### config.mk
export PLATFORM = sky130hd
export DESIGN_NAME = fetch_unit
export DESIGN_NICKNAME = d
export VERILOG_FILES = /design/src/rtl/riscv_pkg.sv /design/src/rtl/fetch_fifo.sv /design/src/rtl/fetch_unit.sv
export SDC_FILE = /design/constraint.sdc
export NUM_CORES = 1
export LEC_CHECK = 0
export BUFFER_PORTS_ARGS = -buffer_cell sky130_fd_sc_hd__buf_2
export CAP_MARGIN = 5
export CORE_ASPECT_RATIO = 0.75
export CORE_UTILIZATION = 40
export DETAILED_ROUTE_END_ITERATION = 6
export PLACE_DENSITY = 0.56
export SLEW_MARGIN = 20
export SYNTH_ARGS = -nofsm -noshare
export SYNTH_HDL_FRONTEND = slang
export SYNTH_SLANG_ARGS = --single-unit
### constraint.sdc
create_clock -name clk -period 9.1 [get_ports clk]
set_input_delay 0.91 -clock clk [delete_from_list [all_inputs] [get_ports clk]]
set_output_delay 0.91 -clock clk [all_outputs]
set_load 0.03 [all_outputs]
### src/rtl/riscv_pkg.sv
// riscv_pkg: shared constants and types for the instruction fetch front end
package riscv_pkg;
  localparam int XLEN = 32;
  localparam logic [31:0] NOP_INSTR = 32'h0000_0013;
  typedef enum logic {IDLE, RUN} fetch_state_e;
endpackage

### src/rtl/fetch_fifo.sv
// fetch_fifo: power-of-2 circular buffer with flush, registered occupancy and head
module fetch_fifo #(
  parameter int DEPTH = 4,
  parameter int WIDTH = 64,
  localparam int AW = $clog2(DEPTH),
  localparam int CW = $clog2(DEPTH) + 1
) (
  input  logic             clk,
  input  logic             reset,
  input  logic             push,
  input  logic             pop,
  input  logic             flush,
  input  logic [WIDTH-1:0] din,
  output logic [CW-1:0]    count,
  output logic [WIDTH-1:0] head
);
  logic [WIDTH-1:0] mem [DEPTH];
  logic [AW-1:0] wr_ptr_q, wr_ptr_d, rd_ptr_q, rd_ptr_d;
  logic [CW-1:0] count_q, count_d;
  always_comb begin
    wr_ptr_d = flush ? '0 : wr_ptr_q + AW'(push);
    rd_ptr_d = flush ? '0 : rd_ptr_q + AW'(pop);
    count_d = flush ? '0 : count_q + CW'(push) - CW'(pop);
  end
  always_ff @(posedge clk or negedge reset) begin
    if (!reset) begin
      wr_ptr_q <= '0;
      rd_ptr_q <= '0;
      count_q <= '0;
    end else begin
      wr_ptr_q <= wr_ptr_d;
      rd_ptr_q <= rd_ptr_d;
      count_q <= count_d;
    end
  end
  always_ff @(posedge clk) begin
    if (push && !flush) mem[wr_ptr_q] <= din;
  end
  assign count = count_q;
  assign head = mem[rd_ptr_q];
endmodule

### src/rtl/fetch_unit.sv
// fetch_unit: decoupled instruction fetch with request throttling and redirect flush
module fetch_unit #(
  parameter int XLEN = riscv_pkg::XLEN,
  parameter logic [XLEN-1:0] RESET_PC = '0,
  parameter int DEPTH = 4
) (
  input  logic            clk,
  input  logic            reset,
  input  logic            fetch_en,
  output logic            imem_req_valid,
  input  logic            imem_req_ready,
  output logic [XLEN-1:0] imem_req_addr,
  input  logic            imem_rsp_valid,
  input  logic [31:0]     imem_rsp_data,
  input  logic            redirect_valid,
  input  logic [XLEN-1:0] redirect_pc,
  output logic            if_valid,
  input  logic            if_ready,
  output logic [XLEN-1:0] if_pc,
  output logic [31:0]     if_instr,
  output logic [XLEN-1:0] pc_out
);
  import riscv_pkg::*;
  localparam int CW = $clog2(DEPTH) + 1;
  fetch_state_e state_q, state_d;
  logic [XLEN-1:0] fetch_pc_q, fetch_pc_d, rsp_pc_q, rsp_pc_d, target;
  logic [CW-1:0] outst_q, outst_d, drop_cnt_q, drop_cnt_d, count;
  logic [XLEN+31:0] head;
  logic req_fire, push, pop, keep;
  always_comb begin
    target = redirect_pc & ~XLEN'(3);
    // buffered plus in-flight never exceeds DEPTH, so the FIFO cannot overflow
    imem_req_valid = state_q == RUN && !redirect_valid
                     && {1'b0, count} + {1'b0, outst_q} < (CW+1)'(DEPTH);
    imem_req_addr = fetch_pc_q;
    req_fire = imem_req_valid && imem_req_ready;
    if_valid = count != '0;
    pop = if_valid && if_ready && !redirect_valid;
    keep = drop_cnt_q == '0;
    push = imem_rsp_valid && keep && !redirect_valid;
    state_d = fetch_en ? RUN : (imem_req_valid && !imem_req_ready) ? state_q : IDLE;
    fetch_pc_d = redirect_valid ? target : req_fire ? fetch_pc_q + XLEN'(4) : fetch_pc_q;
    rsp_pc_d = redirect_valid ? target : push ? rsp_pc_q + XLEN'(4) : rsp_pc_q;
    outst_d = outst_q + CW'(req_fire) - CW'(imem_rsp_valid);
    drop_cnt_d = redirect_valid ? outst_q - CW'(imem_rsp_valid)
                                : drop_cnt_q - CW'(imem_rsp_valid && !keep);
    if_pc = if_valid ? head[XLEN+31:32] : '0;
    if_instr = if_valid ? head[31:0] : NOP_INSTR;
    pc_out = fetch_pc_q;
  end
  always_ff @(posedge clk or negedge reset) begin
    if (!reset) begin
      state_q <= IDLE;
      fetch_pc_q <= RESET_PC;
      rsp_pc_q <= RESET_PC;
      outst_q <= '0;
      drop_cnt_q <= '0;
    end else begin
      state_q <= state_d;
      fetch_pc_q <= fetch_pc_d;
      rsp_pc_q <= rsp_pc_d;
      outst_q <= outst_d;
      drop_cnt_q <= drop_cnt_d;
    end
  end
  fetch_fifo #(.DEPTH(DEPTH), .WIDTH(XLEN + 32)) u_fifo (
    .clk   (clk),
    .reset (reset),
    .push  (push),
    .pop   (pop),
    .flush (redirect_valid),
    .din   ({rsp_pc_q, imem_rsp_data}),
    .count (count),
    .head  (head)
  );
endmodule
==> impl_metrics.yaml, run 1 <==
cts:
  cts_resized: 0
  h-tree-depth: 2
  cts_root_buffer: "clkbuf_16"
  clkTransAtPathRegs_ns: 0.06
  cts_tree: "done"
  clkLatencyLatePin_ns: 0.52
  holdBufCountCts: 0
  clock-sinks: 322
  cts_setup_buffers: 0
  cts_buffer_depth: 3
  cts_buffers: 36
sta:
  setup_viol: 0
  maxSlewHeadroom_pct: 33.06
  fmax_mhz: 265.8
  max_slew.worst_pin.slew_ns: 1.004
  tns_ns: 0
  rsz0062_at_grt: "no"
  timing.final.max_slew_violations: 0
  period_minus_slack_ns: 3.762
  finalHoldViolations: 0
  finClkSkew_ns: 0.02175
  period_share_pct: 41.34
  setup_ws_ns: 5.338
pwr:
  p_leak_nw: 5.902
  ir_worst_vdd_v: 0.0001524
  pwr-share-seq_pct: 42.1
  p_clk_share_pct: 35.3
  combPwrFrac_pct: 22.6
  p_total_mw: 4.204
  power.internal_mw: 2.906
  p_per_area_nw_per_um2: 258.7
  switchingPower_mw: 1.298
  p_sw_share_pct: 30.87
logic_synthesis:
  async_flop_share_pct: 22.98
  avgSynthCellArea_um2: 16.30
  synth_top_family_by_area: "multiplexers"
  synth_compound_gate_area_share_pct: 2.233
  synth-simple-area-share_pct: 9.158
  synth_cell_types: 50
  synthAdderAreaFrac_pct: 1.561
  syn_area_um2: 13790
  synth_top_area_share_pct: 54.02
  ys_seq_elements: 322
  ys_seq_area_share_pct: 67.45
  synthCells: 846
  synthFlopType: "edfxtp_1"
  synthMuxAreaShare_pct: 12.56
  netlist_top_cells_count: "edfxtp_1, dfrtp_1, mux4_2, nor2b_1, nand2_1"
  yosysWarningCount: 0
  synth.most_common_cell: "edfxtp_1"
  synthTopCellsByArea: "edfxtp_1, dfrtp_1, mux4_2, nor2b_1, mux2_2"
  synth-edff-count: 248
  synth_xor_xnor_area_share_pct: 3.304
  yosysTopAreaCell: "edfxtp_1"
place:
  placed_area_um2: 15020
  portBuffers: 192
  place_congestion: 0.7902
  hpwl_um: 18620
  place_ws_ns: 5.246
global_route:
  grt-ovfl-total: 0
  antenna_found_initial: 0
  grt_pass1_wl_um: 46750
  track_usage_pct: 17.56
  first_global_vias: 7761
  grt_max_degree: 75
finish:
  area_growth_pct: 17.88
  final_core_util_pct: 48.16
  fin_nets: 1107
  antennaDiodeCount: 0
  drive_above_1_share_pct: 35.18
  final_cell_area_um2: 16250
die:
  core_um2: 33740
  initial_core_util_pct: 40.85
  die_x_um: 216.4
  rows: 58
  die_area_um2: 35220
  die_y_um: 162.8
  pin_count: 201
status:
  status: "complete, no violations"
route:
  vias: 7721
  viasPerCell: 5.161
  ant_nets: 0
  drc: 0
  firstDrtPassIters: 4
  drtIter0Drc: 482
  routedWlPerCell_um: 20.34
  wl_um: 30430
worst_setup_path:
  cp_data_required_time_ns: 8.19
  cp-start-kind: "flip-flop"
  crit_fanout: 48
  r2r-start: "u_fifo.count[1]$_DFF_PN0_"
  crit_path_end_kind: "output port"
  worst_ep_arrival_time_ns: 2.85
  crit_start: "u_fifo.rd_ptr_q[0]$_DFF_PN0_"
  critPathKind: "flip-flop to output port"
hold_path:
  hp-class: "input port to asynchronous set/reset pin"
job:
  cap_viol_max_count: 0
through the flow:
stage / hold WS (ns) / cells
floorplan: 0.4811 / 851
global placement: 0.5053 / 1431
detailed placement: 0.5050 / 1431
CTS: 0.5186 / 1495
global route: 0.4304 / 1496
finish: 0.4022 / 1496
final cells by class:
type,instances,area [µm²]
clock inverters,25,271.5
inverters,18,67.56
flip-flops and latches,322,9304
well taps,450,563.0
multi-input cells,436,4026
repair buffers,206,1085
fillers,2919,17490
clock buffers,39,933.4
sequential cells by signal (all words and copies together), names as in the netlist:
| register | cells |
|---|---|
| u_fifo.count | 3 |
| imem_req_addr | 30 |
| outst_q | 3 |
| u_fifo.rd_ptr_q | 2 |
| drop_cnt_q | 3 |
| u_fifo.wr_ptr_q | 2 |
| state_q | 1 |
| rsp_pc_q | 30 |
| u_fifo.mem | 248 |
cell usage in the layout (no fill, tap or decap), drive strengths merged, types with 14 or more instances in the layout:
cell type / count
mux4: 62
mux2: 28
inv: 20
dfrtp: 74
clkbuf: 39
nand4: 25
clkinv: 16
nand3: 27
nor2: 19
nand2: 39
o21ai: 21
xor2: 20
edfxtp: 248
xnor2: 32
buf: 206
nor2b: 62
ha: 14
metal layers:
metal | wire (µm) | part of all wire, % | global-route usage, % | up-vias
met2 | 13780 | 45 | 26.37 | 194
met1 | 14850 | 49 | 26.41 | 3949
li1 | - | - | - | 3539
met5 | 0 | 0 | 0 | -
met4 | 470 | 1.5 | 4.289 | 0
met3 | 1324 | 4.4 | 3.156 | 39
cell families (layout without fill, tap and decap cells):
logic type	count (synthesis)	in the layout
muxes	92	92
DFF	322	322
adders and majority gates	16	16
AOI/OAI and AO/OA	49	49
and+or+nand+nor	221	221
xor gates and xnor gates	52	52
buffers and inverters	93	288
other	1	6
final timing paths:
kind                                                 to  slack (ns)  cells after the start
setup / recovery                            if_instr[0]        5.34                      4
hold / removal                 rsp_pc_q[19]$_DFFE_PN0N_        0.40                      1
setup reg to reg                   outst_q[2]$_DFF_PN0_        5.97                     10
hold reg to reg                     state_q$_DFFE_PN0P_        0.52                      1
max in group asynchronous  u_fifo.rd_ptr_q[0]$_DFF_PN0_        8.08                      2
min in group clk                    state_q$_DFFE_PN0P_        0.52                      1
worst max-delay path, stage by stage (launching register included):
cell and delay [ns]:
dfrtp_4 0.63, buf_6 0.62, mux4_2 0.58, or2_2 0.29
buf_2 0.18
power groups by stage:
stage,combinational (mW),clock (mW),sequential [mW]
floorplan,0.677,0,1.80
global placement,0.963,0,1.80
detailed placement,0.968,0,1.80
CTS,0.970,1.52,1.77
global route,1.03,1.57,1.78
finish,0.950,1.48,1.77
Note: power is estimated with default switching activity, not from simulation.
==> run 2, diff against run 1 <==
- ABC_AREA: default -> 1
- clock period: 9.1 -> 3.78 ns (I/O delays scaled with it)
==> run 2 against run 1 <==
Clock skew rose by 0.0032 ns. Register-to-register slack got worse by 4.7 ns. Area after synthesis up 9.1%. Cell area grew 7.0%. Critical endpoint is now if_pc[24]. Power increased to 2.7 times the previous value. Combinational power rose to 3.7 times the previous value. First-iteration DRC count up 100%.
==> impl_metrics.yaml, run 2 <==
hold_path:
  hp-class: "input port to flip-flop"
  hp-start: "fetch_en"
  holdPathEnd: "state_q$_DFFE_PN0P_"
  min_path_cells: 2
finish:
  final_common_cell: "nor2_1"
  final_cell_area_um2: 17390
  final_cell_mix: "nor2_1, edfxtp_1, nand2_1, buf_2, o21ai_0"
  fin_nets: 1764
  final_core_util_pct: 46.99
  drive_above_1_share_pct: 18.80
  final_cells: 2206
  antennaDiodeCount: 0
  largest-register: "u_fifo.mem"
  area_growth_pct: 15.68
  largest_register_ff_count: 248
sta:
  finClkSkew_ns: 0.02491
  period_share_pct: 81.10
  maxSlewHeadroom_pct: 40.65
  period_minus_slack_ns: 3.066
  finalHoldViolations: 0
  fmax_mhz: 326.2
  setup_ws_ns: 0.7143
  setup_viol: 0
  rsz0062_at_grt: "no"
  max_slew.worst_pin.slew_ns: 0.8902
  timing.final.max_slew_violations: 0
pwr:
  p_leak_nw: 7.024
  p_clk_share_pct: 28.3
  combPwrFrac_pct: 31.2
  power.internal_mw: 6.808
  pwr-share-seq_pct: 40.5
  p_sw_share_pct: 38.89
  switchingPower_mw: 4.333
  ir_worst_vdd_v: 0.0002820
  p_total_mw: 11.14
  p_per_area_nw_per_um2: 640.5
logic_synthesis:
  yosysWarningCount: 0
  synthCells: 1522
  synth-edff-count: 248
  ys_seq_area_share_pct: 61.85
  synth_top_area_share_pct: 49.53
  avgSynthCellArea_um2: 9.879
  synthFlopType: "edfxtp_1"
  async_flop_share_pct: 22.98
  ys_seq_elements: 322
  synth.most_common_cell: "nor2_1"
  syn_area_um2: 15040
  netlist_top_cells_count: "nor2_1, edfxtp_1, nand2_1, o21ai_0, inv_1"
  synthTopCellsByArea: "edfxtp_1, dfrtp_1, nor2_1, nand2_1, o21ai_0"
  yosysTopAreaCell: "edfxtp_1"
  synth_cell_types: 39
cts:
  cts_tree: "done"
  h-tree-depth: 2
  cts_root_buffer: "clkbuf_16"
  cts_buffers: 35
  cts_setup_buffers: 0
  cts_resized: 0
  clock-sinks: 322
  cts_buffer_depth: 3
  clkTransAtPathRegs_ns: 0.06
  clkLatencyLatePin_ns: 0.53
route:
  drc: 0
  wl_um: 38430
  viasPerCell: 4.935
  vias: 10886
  routedWlPerCell_um: 17.42
  drtIter0Drc: 965
  firstDrtPassIters: 5
  ant_nets: 0
worst_setup_path:
  r2r-start: "outst_q[2]$_DFF_PN0_"
  r2r_slack_ns: 1.25
  crit_fanout: 62
  worst-path-buf-inv: 3
  crit_path_end_kind: "output port"
  reg2reg_depth: 11
  reg2reg_to: "outst_q[2]$_DFF_PN0_"
  crit_family: "buffers and inverters"
  cp-start-kind: "flip-flop"
  cp_data_required_time_ns: 3.40
  worst_ep_arrival_time_ns: 2.69
  cpMaxStageDelayCell: "dfrtp_4"
  critPathKind: "flip-flop to output port"
  path_cells: "inv_2 > buf_4 > o21ai_0 > a21oi_1 > buf_2"
  critPathMaxStageDelay_ns: 0.72
global_route:
  antenna_found_initial: 0
  track_usage_pct: 20.00
  first_global_vias: 9883
  grt_pass1_wl_um: 58680
  grt_max_degree: 72
  grt-ovfl-total: 0
place:
  placed_area_um2: 16340
  place_congestion: 0.8894
  dp_cells: 2143
  portBuffers: 192
  hpwl_um: 23860
  place_ws_ns: 0.9794
die:
  die_area_um2: 38380
  rows: 61
  die_x_um: 225.9
  die_y_um: 169.9
  pin_count: 201
  core_um2: 37020
  initial_core_util_pct: 40.62
job:
  cap_viol_max_count: 0
status:
  status: "complete, no violations"
[run 2: cell count changes after synthesis, sizes merged, moves of 28 or more]
| cell | previous run | this run |
|---|---|---|
| a21oi | 4 | 81 |
| nand2 | 39 | 233 |
| nor2b | 62 | 0 |
| mux4 | 62 | 0 |
| mux2 | 28 | 0 |
| o21ai | 21 | 144 |
| inv | 18 | 108 |
| nand3 | 27 | 72 |
| nor2 | 19 | 361 |
[run 2: worst max-delay path by stage]
| stage | startpoint | end | slack [ns] | depth (start not counted) |
|---|---|---|---|---|
| floorplan | drop_cnt_q[2]$_DFF_PN0_ | u_fifo.mem[0][0]$_DFFE_PP_ | -0.03 | 5 |
| global placement | redirect_valid | rsp_pc_q[18]$_DFFE_PN0N_ | 1.01 | 8 |
| detailed placement | redirect_valid | rsp_pc_q[18]$_DFFE_PN0N_ | 0.98 | 8 |
| CTS | u_fifo.rd_ptr_q[0]$_DFF_PN0_ | if_instr[6] | 0.67 | 5 |
| global route | u_fifo.rd_ptr_q[0]$_DFF_PN0_ | if_pc[23] | 0.52 | 5 |
| finish | u_fifo.rd_ptr_q[0]$_DFF_PN0_ | if_pc[24] | 0.71 | 5 |
[run 2: repair_timing]
action | 4_1_cts | 5_1_grt
setup endpoints to repair | 0 | 0
hold endpoints to repair | 52 | 0
hold buffers | 1 | 0
[run 2: logic make-up (layout without fill, tap and decap cells)]
family	count (synthesis)	in the layout	share of synthesized area, %
buf+inv	209	384	6.566
simple gates	699	699	19.99
mux	2	2	0.1332
other cells	1	6	0.02494
xor+xnor	16	16	0.9321
flops	322	322	61.85
fa+ha+maj	16	16	1.431
compound gates	257	257	9.079
[run 2: power groups by stage]
stage	clock, mW	sequential (mW)	combinational, mW
2_1_floorplan	0	4.54	2.41
4_1_cts	3.22	4.52	3.52
3_5_place_dp	0	4.58	3.51
6_report	3.15	4.52	3.48
5_1_grt	3.36	4.56	3.80
3_3_place_gp	0	4.57	3.48
[run 2: metrics by stage]
stage                     setup TNS (ns)  hold WS, ns
after floorplan                   -8.166      0.08241
after global placement                 0       0.4984
after detailed placement               0       0.4920
after CTS                              0      0.01346
after global routing                   0      0.03543
final                                  0      0.02834
[run 2: metal layers]
metal	track usage [%]	wire, µm	vias up
met5	0	0	-
met3	3.108	1773	38
met4	4.348	490	0
met1	30.01	18750	5212
met2	30.37	17420	226
li1	-	-	5410
[run 2: final cells by class]
type | count | area [µm²]
fill | 3506 | 19620
sequential | 322 | 9304
multi-input combinational | 996 | 4821
timing repair buffer | 214 | 1194
clock buffer | 47 | 952.2
tap | 504 | 630.6
inverter | 108 | 405.4
clock inverter | 15 | 86.33
==> run 3, diff against run 2 <==
- ABC_AREA: 1 -> 0
- clock period: 3.78 -> 3 ns (I/O delays scaled with it)
==> run 3 against run 2 <==
Utilization is 2.4 points higher. Routed wire length is 21% lower. First-iteration DRC count is 39% lower. Sequential share of layout area increased by 2.4 points. Die area decreased by 8.2%. Worst setup slack got worse by 0.52 ns. Clock power up 36%. Power increased by 13%. Non-clock buffer count grew 32. Critical path type is now flip-flop to flip-flop. Critical endpoint is now outst_q[2]$_DFF_PN0_. Largest power group unchanged. Highest routed layer unchanged.
==> impl_metrics.yaml, run 3 (synthesis gave the netlist of run 1 again) <==
worst_setup_path:
  critPathMaxStageDelay_ns: 0.55
  cpMostUsedCell: "ha_1"
  cpMaxStageDelayCell: "or4b_4"
  critPathKind: "flip-flop to flip-flop"
  cp-start-kind: "flip-flop"
  crit_path_end_kind: "flip-flop"
  worst_ep_arrival_time_ns: 3.21
  cp_data_required_time_ns: 3.40
  path_cells: "ha_1 > or4b_4 > nor4_4 > inv_1 > ha_1 > inv_1 > ha_1 > fa_1 > xor2_1 > xnor2_1"
  crit_fanout: 4
die:
  die_x_um: 216.4
  die_area_um2: 35220
  pin_count: 201
  rows: 58
  initial_core_util_pct: 40.85
  die_y_um: 162.8
  core_um2: 33740
sta:
  fmax_mhz: 355.9
  finalHoldViolations: 0
  timing.final.max_slew_violations: 0
  max_slew.worst_pin.slew_ns: 0.8444
  setup_viol: 0
  tns_ns: 0
  period_minus_slack_ns: 2.810
  whs_ns: 0.02254
  period_share_pct: 93.65
  finClkSkew_ns: 0.01612
  rsz0062_at_grt: "no"
  maxSlewHeadroom_pct: 43.71
  setup_ws_ns: 0.1904
pwr:
  power.internal_mw: 8.667
  ir_worst_vdd_v: 0.0004437
  p_sw_share_pct: 31.11
  combPwrFrac_pct: 23.3
  p_leak_nw: 6.065
  switchingPower_mw: 3.915
  p_total_mw: 12.58
  pwr-share-seq_pct: 42.7
  p_per_area_nw_per_um2: 755.4
  p_clk_share_pct: 34.0
cts:
  cts_root_buffer: "clkbuf_16"
  clkTransAtPathRegs_ns: 0.06
  clkLatencyLatePin_ns: 0.51
  cts_buffers: 35
  h-tree-depth: 2
  cts_buffer_depth: 3
  cts_setup_buffers: 0
  cts_tree: "done"
  clock-sinks: 322
place:
  portBuffers: 192
  dp_cells: 1441
  place_ws_ns: 0.1787
  place_congestion: 0.7922
  placed_area_um2: 15200
  hpwl_um: 19020
finish:
  antennaDiodeCount: 0
  largest_register_ff_count: 248
  multiInputGateArea_um2: 4039
  final_cells: 1534
  final_cell_area_um2: 16660
  regArea_um2: 9304
  final_cell_mix: "edfxtp_1, buf_2, dfrtp_1, nor2b_1, mux4_2"
  drive_above_1_share_pct: 34.96
  n_fill_cell: 2964
  fin_nets: 1146
  largest-register: "u_fifo.mem"
  final_core_util_pct: 49.36
  area_growth_pct: 20.83
  final_common_cell: "edfxtp_1"
hold_path:
  hp-class: "input port to flip-flop"
route:
  drc: 0
  vias: 7845
  viasPerCell: 5.114
  wl_um: 30510
  ant_nets: 0
  drtIter0Drc: 592
  routedWlPerCell_um: 19.89
  firstDrtPassIters: 5
global_route:
  grt_max_degree: 63
  grt_pass1_wl_um: 47450
  track_usage_pct: 17.83
  antenna_found_initial: 0
  grt-ovfl-total: 0
  first_global_vias: 8058
job:
  cap_viol_max_count: 0
status:
  status: "complete, no violations"
[run 3: cell types whose count changed in the layout (fill, tap and decap cells not counted), sizes merged, moves of 12 or more]
cell,before,now
a21oi,81,4
and3,1,13
dlygate4sd3,1,31
inv,109,19
mux2,0,28
mux4,0,62
nand2,233,39
nand3,72,27
nand4,13,25
nor2,361,19
nor2b,0,62
o21ai,144,21
xnor2,7,32
[run 3: final timing paths]
kind / slack, ns / start / to / cells after the start
max in group asynchronous: 1.94 / reset / rsp_pc_q[20]$_DFFE_PN0N_ / 3
max: 0.19 / u_fifo.count[1]$_DFF_PN0_ / outst_q[2]$_DFF_PN0_ / 10
min: 0.02 / imem_rsp_data[15] / u_fifo.mem[1][15]$_DFFE_PP_ / 1
min reg2reg: 0.53 / state_q$_DFFE_PN0P_ / state_q$_DFFE_PN0P_ / 1
min in group asynchronous: 0.33 / reset / state_q$_DFFE_PN0P_ / 2
max reg2reg: 0.19 / u_fifo.count[1]$_DFF_PN0_ / outst_q[2]$_DFF_PN0_ / 10
[run 3: repair_timing]
| item | in CTS | in global routing |
|---|---|---|
| endpoints found under the hold margin | 161 | 0 |
| resized for setup | 0 | 0 |
| hold buffers | 31 | 0 |
[run 3: layer usage]
layer / wire [µm] / global-route usage, %
met3: 1533 / 3.399
met1: 14770 / 26.34
met2: 13660 / 26.81
met5: 0 / 0
met4: 554 / 5.186
[run 3: critical path, delay by kind of cell (launching register included)]
| family | cells | cell delay, ns |
|---|---|---|
| adders and majority gates | 4 | 1.06 |
| and+or+nand+nor | 2 | 0.78 |
| DFF | 1 | 0.45 |
| xor gates and xnor gates | 2 | 0.28 |
| buffers and inverters | 2 | 0.13 |
[run 3: power by group through the flow]
stage          registers [mW]  logic, mW  clock network (mW)
2_1_floorplan            5.44       2.07                   0
3_3_place_gp             5.46       2.95                   0
3_5_place_dp             5.47       2.94                   0
4_1_cts                  5.38       3.00                4.41
5_1_grt                  5.42       3.18                4.59
6_report                 5.38       2.93                4.27
[run 3: layout make-up]
cell class | instances | share of cell area, %
clock inverters | 18 | 1.322
well taps | 450 | 3.380
repair buffers | 246 | 9.209
inverters | 18 | 0.4056
multi-input cells | 436 | 24.25
clock buffers | 44 | 5.581
flip-flops and latches | 322 | 55.86
